## config.mk

```make
export PLATFORM = sky130hd
export DESIGN_NAME = blft_row_stream
export DESIGN_NICKNAME = d
export VERILOG_FILES = /design/src/rtl/blft_row_stream.sv
export SDC_FILE = /design/constraint.sdc
export NUM_CORES = 1
export LEC_CHECK = 0
export BUFFER_PORTS_ARGS = -buffer_cell sky130_fd_sc_hd__buf_2
export CAP_MARGIN = 20
export CELL_PAD_IN_SITES_DETAIL_PLACEMENT = 1
export CELL_PAD_IN_SITES_GLOBAL_PLACEMENT = 1
export CORE_UTILIZATION = 49
export CTS_BUF_LIST = sky130_fd_sc_hd__clkbuf_2 sky130_fd_sc_hd__clkbuf_4 sky130_fd_sc_hd__clkbuf_8
export DETAILED_ROUTE_END_ITERATION = 12
export PLACE_DENSITY_LB_ADDON = 0.1
export SYNTH_ARGS = -nofsm -noshare
export SYNTH_HDL_FRONTEND = slang
export SYNTH_SLANG_ARGS = --single-unit
export TNS_END_PERCENT = 5
```

## constraint.sdc

```tcl
create_clock -name clk_i -period 11 [get_ports clk_i]
set_input_delay 1.1 -clock clk_i [delete_from_list [all_inputs] [get_ports clk_i]]
set_output_delay 1.1 -clock clk_i [all_outputs]
set_load 0.02 [all_outputs]
```

## src/rtl/blft_row_stream.sv

```systemverilog
// blft_row_stream: 3-tap edge-preserving horizontal filter over a raster pixel stream.
// Latency: output strobes 2 cycles after the transfer that completes its window; row-end flush output 1 cycle later.
// Backpressure: in_ready_o drops for exactly one cycle after each end-of-row pixel while that column is flushed.
module blft_row_stream #(
  parameter int DATA_W  = 9,
  parameter int ADDR_W  = 16,
  parameter int IMG_W   = 256,
  parameter int NUM_PIX = 65536
) (
  input  logic              clk_i,
  input  logic              rst_ni,
  input  logic              in_valid_i,
  output logic              in_ready_o,
  input  logic [ADDR_W-1:0] in_addr_i,
  input  logic [DATA_W-1:0] in_data_i,
  input  logic [DATA_W-1:0] t_near_i,
  input  logic [DATA_W-1:0] t_far_i,
  input  logic              bypass_i,
  output logic              out_valid_o,
  output logic [ADDR_W-1:0] out_addr_o,
  output logic [DATA_W-1:0] out_data_o,
  output logic              finish_o,
  output logic              addr_err_o
);
  // Column index width, pixel counter width (one extra bit so a full
  // 2**ADDR_W frame is representable), and weighted-sum width (sum <= 8*max).
  localparam int CW = $clog2(IMG_W);
  localparam int EW = ADDR_W + 1;
  localparam int SW = DATA_W + 3;
  localparam logic [EW-1:0]     NUM_PIX_E = EW'(NUM_PIX);
  localparam logic [CW-1:0]     COL_LAST  = CW'(IMG_W - 1);
  localparam logic [ADDR_W-1:0] LAST_ADDR = ADDR_W'(NUM_PIX - 1);

  // Front end: pixel counter, two-pixel history, flush flag, status flags
  logic [EW-1:0]     exp_q, exp_d;
  logic [DATA_W-1:0] pl_q, pl_d;
  logic [DATA_W-1:0] pc_q, pc_d;
  logic              flush_q, flush_d;
  logic              err_q, err_d;
  logic              finish_q, finish_d;

  // Stage 1: assembled window
  logic              s1_vld_q, s1_vld_d;
  logic [DATA_W-1:0] s1_pl_q, s1_pl_d;
  logic [DATA_W-1:0] s1_pc_q, s1_pc_d;
  logic [DATA_W-1:0] s1_pr_q, s1_pr_d;
  logic [ADDR_W-1:0] s1_addr_q, s1_addr_d;

  // Stage 2: weighted sum and divisor
  logic              s2_vld_q;
  logic [SW-1:0]     s2_sum_q, s2_sum_d;
  logic [3:0]        s2_w_q, s2_w_d;
  logic [DATA_W-1:0] s2_pc_q;
  logic              s2_byp_q;
  logic [ADDR_W-1:0] s2_addr_q;

  // Stage 3: registered outputs
  logic              out_vld_q;
  logic [ADDR_W-1:0] out_addr_q;
  logic [DATA_W-1:0] out_dat_q, out_dat_d;

  logic              xfer;
  logic              restart;
  logic [EW-1:0]     exp_eff;
  logic [CW-1:0]     col;
  logic [DATA_W-1:0] dl, dr;
  logic [1:0]        wl, wr;

  // The flush cycle is the only time input is refused.
  assign in_ready_o = ~flush_q;
  assign xfer       = in_valid_i & ~flush_q;
  // Address 0 after a complete frame starts a new frame instead of being an error.
  assign restart    = xfer && (in_addr_i == '0) && (exp_q >= NUM_PIX_E);
  assign exp_eff    = restart ? '0 : exp_q;
  assign col        = exp_eff[CW-1:0];

  // Accept a pixel or flush the row end: build the window for the column now complete.
  always_comb begin
    exp_d     = exp_q;
    pl_d      = pl_q;
    pc_d      = pc_q;
    flush_d   = 1'b0;
    err_d     = err_q;
    finish_d  = finish_q;
    s1_vld_d  = 1'b0;
    s1_pl_d   = pl_q;
    s1_pc_d   = pc_q;
    s1_pr_d   = pc_q;
    s1_addr_d = exp_q[ADDR_W-1:0] - ADDR_W'(1);
    if (flush_q) begin
      // Last column of the row: right neighbour replicates the centre.
      s1_vld_d = 1'b1;
    end else if (xfer) begin
      exp_d   = exp_eff + EW'(1);
      pl_d    = pc_q;
      pc_d    = in_data_i;
      flush_d = (col == COL_LAST);
      if ({1'b0, in_addr_i} != exp_eff) begin
        err_d = 1'b1;
      end
      if (col != '0) begin
        s1_vld_d = 1'b1;
        s1_pr_d  = in_data_i;
        // Emitting column 0: left neighbour replicates the centre.
        if (col == CW'(1)) begin
          s1_pl_d = pc_q;
        end
      end
    end
    if (restart) begin
      finish_d = 1'b0;
    end else if (out_vld_q && (out_addr_q == LAST_ADDR)) begin
      finish_d = 1'b1;
    end
  end

  // Range weights and weighted sum for the window held in stage 1.
  always_comb begin
    dl       = (s1_pl_q > s1_pc_q) ? (s1_pl_q - s1_pc_q) : (s1_pc_q - s1_pl_q);
    dr       = (s1_pr_q > s1_pc_q) ? (s1_pr_q - s1_pc_q) : (s1_pc_q - s1_pr_q);
    wl       = (dl <= t_near_i) ? 2'd2 : ((dl <= t_far_i) ? 2'd1 : 2'd0);
    wr       = (dr <= t_near_i) ? 2'd2 : ((dr <= t_far_i) ? 2'd1 : 2'd0);
    s2_sum_d = (SW'(s1_pc_q) << 2) + (SW'(wl) * SW'(s1_pl_q)) + (SW'(wr) * SW'(s1_pr_q));
    s2_w_d   = 4'd4 + {2'b00, wl} + {2'b00, wr};
  end

  // Rounded division by the total weight (4..8), or pass-through in bypass.
  always_comb begin
    out_dat_d = '0;
    case (s2_w_q)
      4'd4:    out_dat_d = DATA_W'((s2_sum_q + SW'(2)) >> 2);
      4'd5:    out_dat_d = DATA_W'((s2_sum_q + SW'(2)) / SW'(5));
      4'd6:    out_dat_d = DATA_W'((s2_sum_q + SW'(3)) / SW'(6));
      4'd7:    out_dat_d = DATA_W'((s2_sum_q + SW'(3)) / SW'(7));
      default: out_dat_d = DATA_W'((s2_sum_q + SW'(4)) >> 3);
    endcase
    if (s2_byp_q) begin
      out_dat_d = s2_pc_q;
    end
  end

  // Front-end and stage-1 registers.
  always_ff @(posedge clk_i or negedge rst_ni) begin
    if (!rst_ni) begin
      exp_q     <= '0;
      pl_q      <= '0;
      pc_q      <= '0;
      flush_q   <= 1'b0;
      err_q     <= 1'b0;
      finish_q  <= 1'b0;
      s1_vld_q  <= 1'b0;
      s1_pl_q   <= '0;
      s1_pc_q   <= '0;
      s1_pr_q   <= '0;
      s1_addr_q <= '0;
    end else begin
      exp_q     <= exp_d;
      pl_q      <= pl_d;
      pc_q      <= pc_d;
      flush_q   <= flush_d;
      err_q     <= err_d;
      finish_q  <= finish_d;
      s1_vld_q  <= s1_vld_d;
      s1_pl_q   <= s1_pl_d;
      s1_pc_q   <= s1_pc_d;
      s1_pr_q   <= s1_pr_d;
      s1_addr_q <= s1_addr_d;
    end
  end

  // Stage-2 and output registers; output data/address only move on a strobe.
  always_ff @(posedge clk_i or negedge rst_ni) begin
    if (!rst_ni) begin
      s2_vld_q   <= 1'b0;
      s2_sum_q   <= '0;
      s2_w_q     <= 4'd4;
      s2_pc_q    <= '0;
      s2_byp_q   <= 1'b0;
      s2_addr_q  <= '0;
      out_vld_q  <= 1'b0;
      out_addr_q <= '0;
      out_dat_q  <= '0;
    end else begin
      s2_vld_q  <= s1_vld_q;
      s2_sum_q  <= s2_sum_d;
      s2_w_q    <= s2_w_d;
      s2_pc_q   <= s1_pc_q;
      s2_byp_q  <= bypass_i;
      s2_addr_q <= s1_addr_q;
      out_vld_q <= s2_vld_q;
      if (s2_vld_q) begin
        out_addr_q <= s2_addr_q;
        out_dat_q  <= out_dat_d;
      end
    end
  end

  assign out_valid_o = out_vld_q;
  assign out_addr_o  = out_addr_q;
  assign out_data_o  = out_dat_q;
  assign finish_o    = finish_q;
  assign addr_err_o  = err_q;

endmodule

```

# Word level (Yosys, flattened, before mapping)
# Index checks and enable logic that the tools add are counted.
word_totals:
  ff_bits: 151
  in_bits: 47
classes:
  addsub: 13
  n_mul: 2
  div_mod_pow: 3
  n_lt_le_gt_ge: 7
  n_eq_ne: 8
  muxes: 23
  bitwise: 2
  reduce_logical: 8
op_table:
  columns: ["op", "n"]
  rows:
  - ["$mux W9", 10]
  - ["$div A12 B3 Y12 const B", 3]
  - ["$le A9 B9 Y1", 4]
  - ["$pmux W9 S4", 1]
  - ["$sub A9 B9 Y9", 4]
  - ["$add A12 B2 Y12 const B", 2]
  - ["$mul A2 B9 Y11", 2]
  - ["$gt A9 B9 Y1", 2]
  - ["$add A17 B1 Y17 const B", 1]
  - ["$ge A17 B17 Y1 const B", 1]
  - ["$mux W17", 1]
  - ["$ne A16 B17 Y1", 1]
  - ["$eq A16 B16 Y1 const B", 1]
  - ["$eq A4 B3 Y1 const B", 4]
  - ["$logic_not A16 Y1", 1]
  - ["$sub A16 B1 Y16 const B", 1]
  - ["$add A11 B11 Y12", 1]
  - ["$add A12 B11 Y12", 1]
  - ["$add A12 B3 Y12 const B", 1]
  - ["$mux W1", 9]
  - ["$eq A8 B1 Y1 const B", 1]
  - ["$eq A8 B8 Y1 const B", 1]
  - ["$reduce_bool A8 Y1", 1]
  - ["$add A3 B2 Y4 const A", 1]
  - ["other kinds (8)", 11]

# Depth between registers and ports, before layout
# Gate-level depths: netlist of run 1.
depth:
  depth_word: 10
  ltp_mapped: 46
  depth_no_buf: 46

# Least setup slack after synthesis of run 1
# No wires, ideal clock.
synth_path:
  kind: "register to register"
  startpoint: "reg s1_pc_q[1]"
  endpoint: "reg s2_sum_q[11]"
  setup_time_ns: 0.079
  arrival_time_ns: 8.278
  t_required_ns: 10.921
  slack_ns: 2.643
  stages_incl_launch_ff: 42
  path_buffers: 2
  synth_period_minus_slack_ns: 8.357
  cell_sequence: "dfrtp_1 inv_1 ha_1 a21oi_1 o21bai_1 a21o_1 a21oi_1 o21bai_1 a21oi_1 o21bai_1 a21oi_1 a21oi_1 clkbuf_1 mux2i_1 nand2_1 and2_1 o21ai_0 nand2_1 (+6 left out) clkbuf_1 nand2_1 fa_1 inv_1 fa_1 inv_1 fa_1 inv_1 ha_1 a21o_1 a21oi_1 o21bai_1 a21oi_1 o21bai_1 a21oi_1 o21bai_1 a21oi_1 xor2_1"
synth_between:
  elab_chain_len: 8
  word_cells_on_any_way: 20
  classes_between: "add/sub: 6; mul: 2; order compare: 6; mux: 6"
synth_lines:
  columns: ["element", "line_no", "rtl"]
  rows:
  - ["start, declared", "45", "logic [DATA_W-1:0] s1_pc_q, s1_pc_d;"]
  - ["start signal, assigned", "165", "s1_pc_q <= s1_pc_d;"]
  - ["$sub A9 B9 Y9 / $gt A9 B9 Y1 (equally long branches)", "119", "dl = (s1_pl_q > s1_pc_q) ? (s1_pl_q - s1_pc_q) : (s1_pc_q - s1_pl_q);"]
  - ["$mux W9", "119", null]
  - ["$le A9 B9 Y1", "121", "wl = (dl <= t_near_i) ? 2'd2 : ((dl <= t_far_i) ? 2'd1 : 2'd0);"]
  - ["$mux W1", "121", null]
  - ["$mux W2", "121", null]
  - ["$mul A2 B9 Y11", "123", "s2_sum_d = (SW'(s1_pc_q) << 2) + (SW'(wl) * SW'(s1_pl_q)) + (SW'(wr) * SW'(s1_pr_q));"]
  - ["$add A11 B11 Y12", "123", null]
  - ["$add A12 B11 Y12 *", "123", null]
  - ["via s2_sum_d[11]", "51", "logic [SW-1:0] s2_sum_q, s2_sum_d;"]
  - ["end signal, assigned", "185", "s2_sum_q <= s2_sum_d;"]
  - ["end, declared", "51", null]
# Mark *: on every way through the listed nets, which the timed path passes. The rest lies on a longest branch.
# A chain may end at the register's enable or synchronous reset.

# Worst setup path after layout of run 1
layout_path:
  startpoint: "reg s1_pl_q[1]"
  endpoint: "reg s2_sum_q[11]"
layout_between:
  elab_chain_len: 8
  word_cells_on_any_way: 11
  classes_between: "add/sub: 4; mul: 1; order compare: 3; mux: 3"
layout_lines:
  columns: ["element", "line_no", "rtl"]
  rows:
  - ["start, declared", "44", "logic [DATA_W-1:0] s1_pl_q, s1_pl_d;"]
  - ["start signal, assigned", "164", "s1_pl_q <= s1_pl_d;"]
  - ["$sub A9 B9 Y9 / $gt A9 B9 Y1 (equally long branches)", "119", null]
  - ["$mux W9", "119", null]
  - ["$le A9 B9 Y1", "121", null]
  - ["$mux W1", "121", null]
  - ["$mux W2", "121", null]
  - ["$mul A2 B9 Y11 *", "123", null]
  - ["$add A11 B11 Y12 *", "123", null]
  - ["$add A12 B11 Y12 *", "123", null]
  - ["via s2_sum_d[11]", "51", null]
# Marked as above.

==> metrics.csv, run 1 <==
metric,value,unit
# clock sinks,151,
count of buffers from port buffering,75,
starting density of the core,0.504,
Filler cells,3529,
"most common cell after layout, fill and taps aside",nand2_1,
Die X,175,um
Yosys reg bits,151,
Crit path required time,11.38,ns
most used flip-flop cell after synthesis,dfrtp_1,
post-route ant nets,0,
critical path class,register to register,
post-cts resize count,0,
vias,13400,
worst skew pair latency,0.45,ns
Crit path top cell by count,a21oi_1,
total die area,30500,sq um
antenna fix cells,0,
H-tree Lvls,4,
Post-Syn Area,14600,sq um
first-pass GRT wire length,72.9,mm
final hold violation count,0,
Post-synth EDFFs,0,
vias in the first global route,13800,
status,"finished, final reports clean",
area of the multi-input gates,10100,sq um
Critical Path AT,10.02,ns
DRC viols,0,
"Slowest-stage cell, CP",nor2_1,
Die Ht,175,um
Via density,6.17,
most frequent cells in the layout,"193 x nand2_1, 150 x dfrtp_1, 122 x inv_1, 122 x nor2_1, 113 x a21oi_1",
largest net degree at the start of global routing,79,
fmax,104,MHz
GR Overflow Total,0,
post-synth net total,1922,
Post-DP HPWL,35.2,mm
layout cells sized above 1,0.130,
Period minus WS final,9.64,ns
Syn Inst Count,1733,
Max-Cap Viols,0,
synth warn,0,
Pre-antenna DRT Iters,5,
CTS tree,built,
Final Wtd Congestion,0.903,
Clock Path Buffers,2,
Post-synth ARST share,1.00,
final setup TNS,0,ns
DRT Wirelength,44.6,mm
Hold Path Class,register to register,
Post-CTS Setup Inserts,0,
Slew Limit Fails,0,
Top Ports,76,
CTS root buf,clkbuf_8,
post-synthesis sequential area ratio,0.258,
"Hold-fix buffers, CTS",0,
Least-Margin Pin Slew,1.09,ns
Post-Route Skew,0.0130,ns
cts bufs inserted,17,
Layout Area Growth over Synthesis,7.11,%
sequential cell area,3780,sq um
GR Util All Layers,0.296,
slew margin rel.,0.270,
Mean Syn Cell Area,8.44,sq um
final setup fails,0,
CP peak stage delay,0.84,ns
# rows,62,
initial antenna violation count,0,
Netlist cell types,117,
clk slew on worst S/H paths,0.09,ns
Layout Nets,1958,
Core Region,29000,sq um
Initial DRC Count,862,
Final Cycle Share,0.876,
drt wl/cell,20.6,um
Critical Path Source Type,register,
RSZ-0062 raised after global routing,false,
worst-path fanout max,12,
kind of end point of the critical path,register,
==> worst paths after layout <==
path	from	end	slack, ns	cells after the start
hold reg to reg	s1_addr_q[11]	s2_addr_q[11]	0.36	0
hold / removal	s1_addr_q[11]	s2_addr_q[11]	0.36	0
setup reg to reg	s1_pl_q[1]	s2_sum_q[11]	1.36	44
max in group asynchronous	rst_ni	s1_addr_q[12]	8.86	2
setup / recovery	s1_pl_q[1]	s2_sum_q[11]	1.36	44
min in group asynchronous	rst_ni	exp_q[15]	0.69	1
==> metal layers <==
metal	track usage	up-vias	wire, um	part of all wire
met1	0.389	6688	20200	0.45
met3	0.0359	77	1290	0.029
met2	0.508	227	22000	0.49
li1	-	6364	-	-
met4	0.0877	0	1060	0.024
met5	0	-	0	0
==> worst max-delay path: cells and delay by family (launching register included) <==
| kind | cells | cell delay, ns |
|---|---|---|
| AO/OA/AOI/OAI | 22 | 3.39 |
| adder cells (fa/ha/maj) | 6 | 2.37 |
| AND/OR/NAND/NOR | 8 | 2.07 |
| buffers and inverters | 5 | 0.53 |
| flip-flops | 1 | 0.49 |
| multiplexers | 1 | 0.39 |
| XOR/XNOR | 2 | 0.32 |
==> state kept, by name (all words and copies together), names as in the netlist <==
register     flops
s1_addr_q       16
s1_pc_q          9
pl_q             9
addr_err_o       1
s2_w_q           4
s1_pl_q          9
out_addr_o      16
pc_q             9
s1_vld_q         1
finish_o         1
s2_byp_q         1
out_data_o       9
flush_q          1
s2_pc_q          9
s2_addr_q       16
out_valid_o      1
s2_sum_q        12
s1_pr_q          9
exp_q           17
s2_vld_q         1
==> cells in the mapped netlist (all sizes together), types with 19 or more instances <==
cell | instances | share of area
o31ai | 25 | 0.013
nand4 | 31 | 0.015
mux2i | 30 | 0.021
nor4 | 25 | 0.011
mux2 | 45 | 0.035
xor2 | 48 | 0.029
buf | 23 | 0.010
nand3 | 48 | 0.017
nor2b | 27 | 0.012
nand2b | 21 | 0.0090
nor3 | 53 | 0.020
nor2 | 125 | 0.033
ha | 111 | 0.095
xnor2 | 49 | 0.031
clkbuf | 46 | 0.012
a211oi | 26 | 0.015
o211ai | 24 | 0.013
inv | 122 | 0.031
dfrtp | 150 | 0.26
a21oi | 116 | 0.041
o21ai | 87 | 0.030
or2 | 19 | 0.0081
nand2 | 193 | 0.050
fa | 31 | 0.042
==> logic make-up (layout without fill, tap and decap cells) <==
family                   count (synthesis)  count (layout)  share of synthesized area
adder cells (fa/ha/maj)                142             142                      0.137
XOR/XNOR                                97              97                     0.0596
flip-flops                             151             151                      0.258
multiplexers                            75              75                     0.0554
AO/OA/AOI/OAI                          463             463                      0.225
buffers and inverters                  191             240                     0.0535
AND/OR/NAND/NOR                        614             614                      0.210
==> area by class of cell <==
class / count / area share
Clock inverter: 15 / 0.0115
Tap cell: 384 / 0.0307
Timing Repair Buffer: 86 / 0.0296
Multi-Input combinational cell: 1391 / 0.643
Inverter: 122 / 0.0292
Sequential cell: 151 / 0.241
Clock buffer: 17 / 0.0149
==> per-stage QoR <==
stage                     instance area (sq um)  utilization  hold WS [ns]  instances  setup WS, ns
after floorplan                           14600            -         0.331       1733          2.64
after global placement                    15200        0.525         0.332       2132          1.93
after detailed placement                  15200        0.525         0.340       2132          1.42
after CTS                                 15600        0.539         0.356       2164          1.41
after global routing                      15700        0.540         0.358       2166         0.671
final                                     15700        0.540         0.355       2166          1.36
Power of run 1 is not shown: default switching activity piles up to over one toggle a cycle in this logic, so the estimate is an artifact.
==> inputs of run 2 (changes only) <==
--- a/config.mk
+++ b/config.mk
@@ -13,6 +13,7 @@
 export CTS_BUF_LIST = sky130_fd_sc_hd__clkbuf_2 sky130_fd_sc_hd__clkbuf_4 sky130_fd_sc_hd__clkbuf_8
 export DETAILED_ROUTE_END_ITERATION = 12
 export PLACE_DENSITY_LB_ADDON = 0.1
+export REMOVE_ABC_BUFFERS = 1
 export SYNTH_ARGS = -nofsm -noshare
 export SYNTH_HDL_FRONTEND = slang
 export SYNTH_SLANG_ARGS = --single-unit
==> metrics.csv, run 2 (synthesis gave the netlist of run 1 again) <==
metric,value,unit
status,"finished, final reports clean",
Largest register FFs,17,
Util after Layout,0.540,
Inst Count DP,2132,
most frequent cells in the layout,"193 x nand2_1, 150 x dfrtp_1, 122 x inv_1, 122 x nor2_1, 113 x a21oi_1",
post-route ant nets,0,
worst-path fanout max,16,
Initial DRC Count,841,
worst r2r src,s2_sum_q[3],
Top reg by flops,exp_q,
CP Buf/Inv Count,0,
kind of end point of the critical path,register,
Crit path required time,11.35,ns
Clock Path Buffers,2,
Post-DP HPWL,35.0,mm
# clock sinks,151,
CP peak stage delay,0.80,ns
post-cts resize count,0,
Post-CTS Setup Inserts,0,
Die X,175,um
Final Wtd Congestion,0.921,
Critical Path Source Type,register,
DRT Wirelength,44.9,mm
Cells on Worst Hold Path,0,
met1 usage,0.395,
FF-to-FF End,out_data_o[0],
final setup TNS,0,ns
Worst R2R Path Depth,26,
critical path class,register to register,
drt wl/cell,20.7,um
Least-Margin Pin Slew,1.03,ns
Slew Limit Fails,0,
Core Region,29000,sq um
Layout Area Growth over Synthesis,7.14,%
largest net degree at the start of global routing,85,
Period minus WS final,9.55,ns
Hold Path Class,register to register,
flop2flop setup slack,1.45,ns
"Slowest-stage cell, CP",xor2_1,
Finished Layout Cells,2166,
Layout Nets,1957,
clk slew on worst S/H paths,0.09,ns
Critical Path AT,9.90,ns
met3 Use GR,0.0381,
layout cells sized above 1,0.130,
Filler cells,3540,
final setup fails,0,
Max-Cap Viols,0,
DRC viols,0,
grt met2 use,0.504,
starting density of the core,0.504,
worst skew pair latency,0.48,ns
Die Ht,175,um
cts bufs inserted,17,
Top delay family on crit path,compound AO/OA/AOI/OAI gates,
count of buffers from port buffering,75,
slew margin rel.,0.305,
Final Cycle Share,0.868,
GR Util All Layers,0.300,
# rows,62,
RSZ-0062 raised after global routing,false,
Top Ports,76,
final hold violation count,0,
"Hold-fix buffers, CTS",0,
initial antenna violation count,1,
fmax,105,MHz
H-tree Lvls,4,
Post-Route Skew,0.0184,ns
vias in the first global route,13800,
GR Overflow Total,0,
layer with the highest usage,met2,
CTS root buf,clkbuf_8,
"most common cell after layout, fill and taps aside",nand2_1,
total die area,30500,sq um
Pre-antenna DRT Iters,5,
CTS tree,built,
vias,13400,
Via density,6.20,
CP Depth,26,
first-pass GRT wire length,73.0,mm
HP Start,s1_addr_q[6],
hold endpoint,s2_addr_q[6],
==> run 2: cell count changes in the layout (fill, tap and decap cells not counted) <==
| cell | previous run | this run |
|---|---|---|
| clkinv_8 | 0 | 1 |
| diode_2 | 0 | 1 |
| clkinvlp_4 | 1 | 0 |
| nor2b_2 | 0 | 1 |
| buf_4 | 11 | 10 |
| inv_8 | 3 | 5 |
| inv_6 | 6 | 2 |
| clkinv_2 | 0 | 2 |
| nor2b_1 | 27 | 26 |
==> run 2: cell type report <==
cell class / count / area [sq um] / share of cell area
Multi-Input combinational cell: 1391 / 10100 / 0.643
Antenna cell: 1 / 2.50 / 0.000160
Sequential cell: 151 / 3780 / 0.241
Clock inverter: 15 / 186 / 0.0119
Inverter: 122 / 458 / 0.0292
Clock buffer: 17 / 234 / 0.0149
Tap cell: 384 / 480 / 0.0307
Timing Repair Buffer: 85 / 457 / 0.0291
==> run 2: layer usage <==
layer  routed length (um)  up-vias
met5                    0        -
met4                 1370        0
met3                 1500       82
met2                21800      275
met1                20200     6708
li1                     -     6361
==> run 2: through the flow <==
step	area, sq um	hold WS, ns	setup WS [ns]
after detailed placement	15200	0.337	1.57
after floorplan	14300	0.331	2.11
final	15700	0.348	1.45
after global placement	15200	0.332	1.90
after CTS	15700	0.347	1.50
after global routing	15700	0.350	0.539
==> run 2: how the worst max path moves through the flow <==
stage,startpoint,to,slack (ns)
2_1_floorplan,s1_pc_q[1],s2_sum_q[11],2.11
3_3_place_gp,s1_pc_q[1],s2_sum_q[11],1.90
3_5_place_dp,s1_pl_q[1],s2_sum_q[10],1.57
4_1_cts,s1_pl_q[1],s2_sum_q[10],1.50
5_1_grt,s2_sum_q[3],out_data_o[0],0.54
6_report,s2_sum_q[3],out_data_o[0],1.45
==> run 2: worst register-to-register path, cell delays in order, from the launching register on <==
cell,delay [ns]
dfrtp_1,0.69
ha_1,0.44
nand4_4,0.19
nor3_4,0.34
or2_0,0.65
nand3_1,0.23
o2111ai_2,0.40
o2111ai_1,0.30
a31oi_1,0.45
mux2_2,0.44
a21oi_1,0.24
xor2_1,0.80
a311oi_2,0.29
or2_1,0.42
o211ai_1,0.29
or2_0,0.53
o31ai_1,0.16
a21oi_1,0.46
nand3b_1,0.26
o311a_1,0.23
ha_1,0.20
o21ai_0,0.11
a41oi_1,0.17
a211oi_1,0.53
nor4bb_1,0.38
o32a_1,0.18
o21ai_1,0.06
Power of run 2 is left out for the same reason.
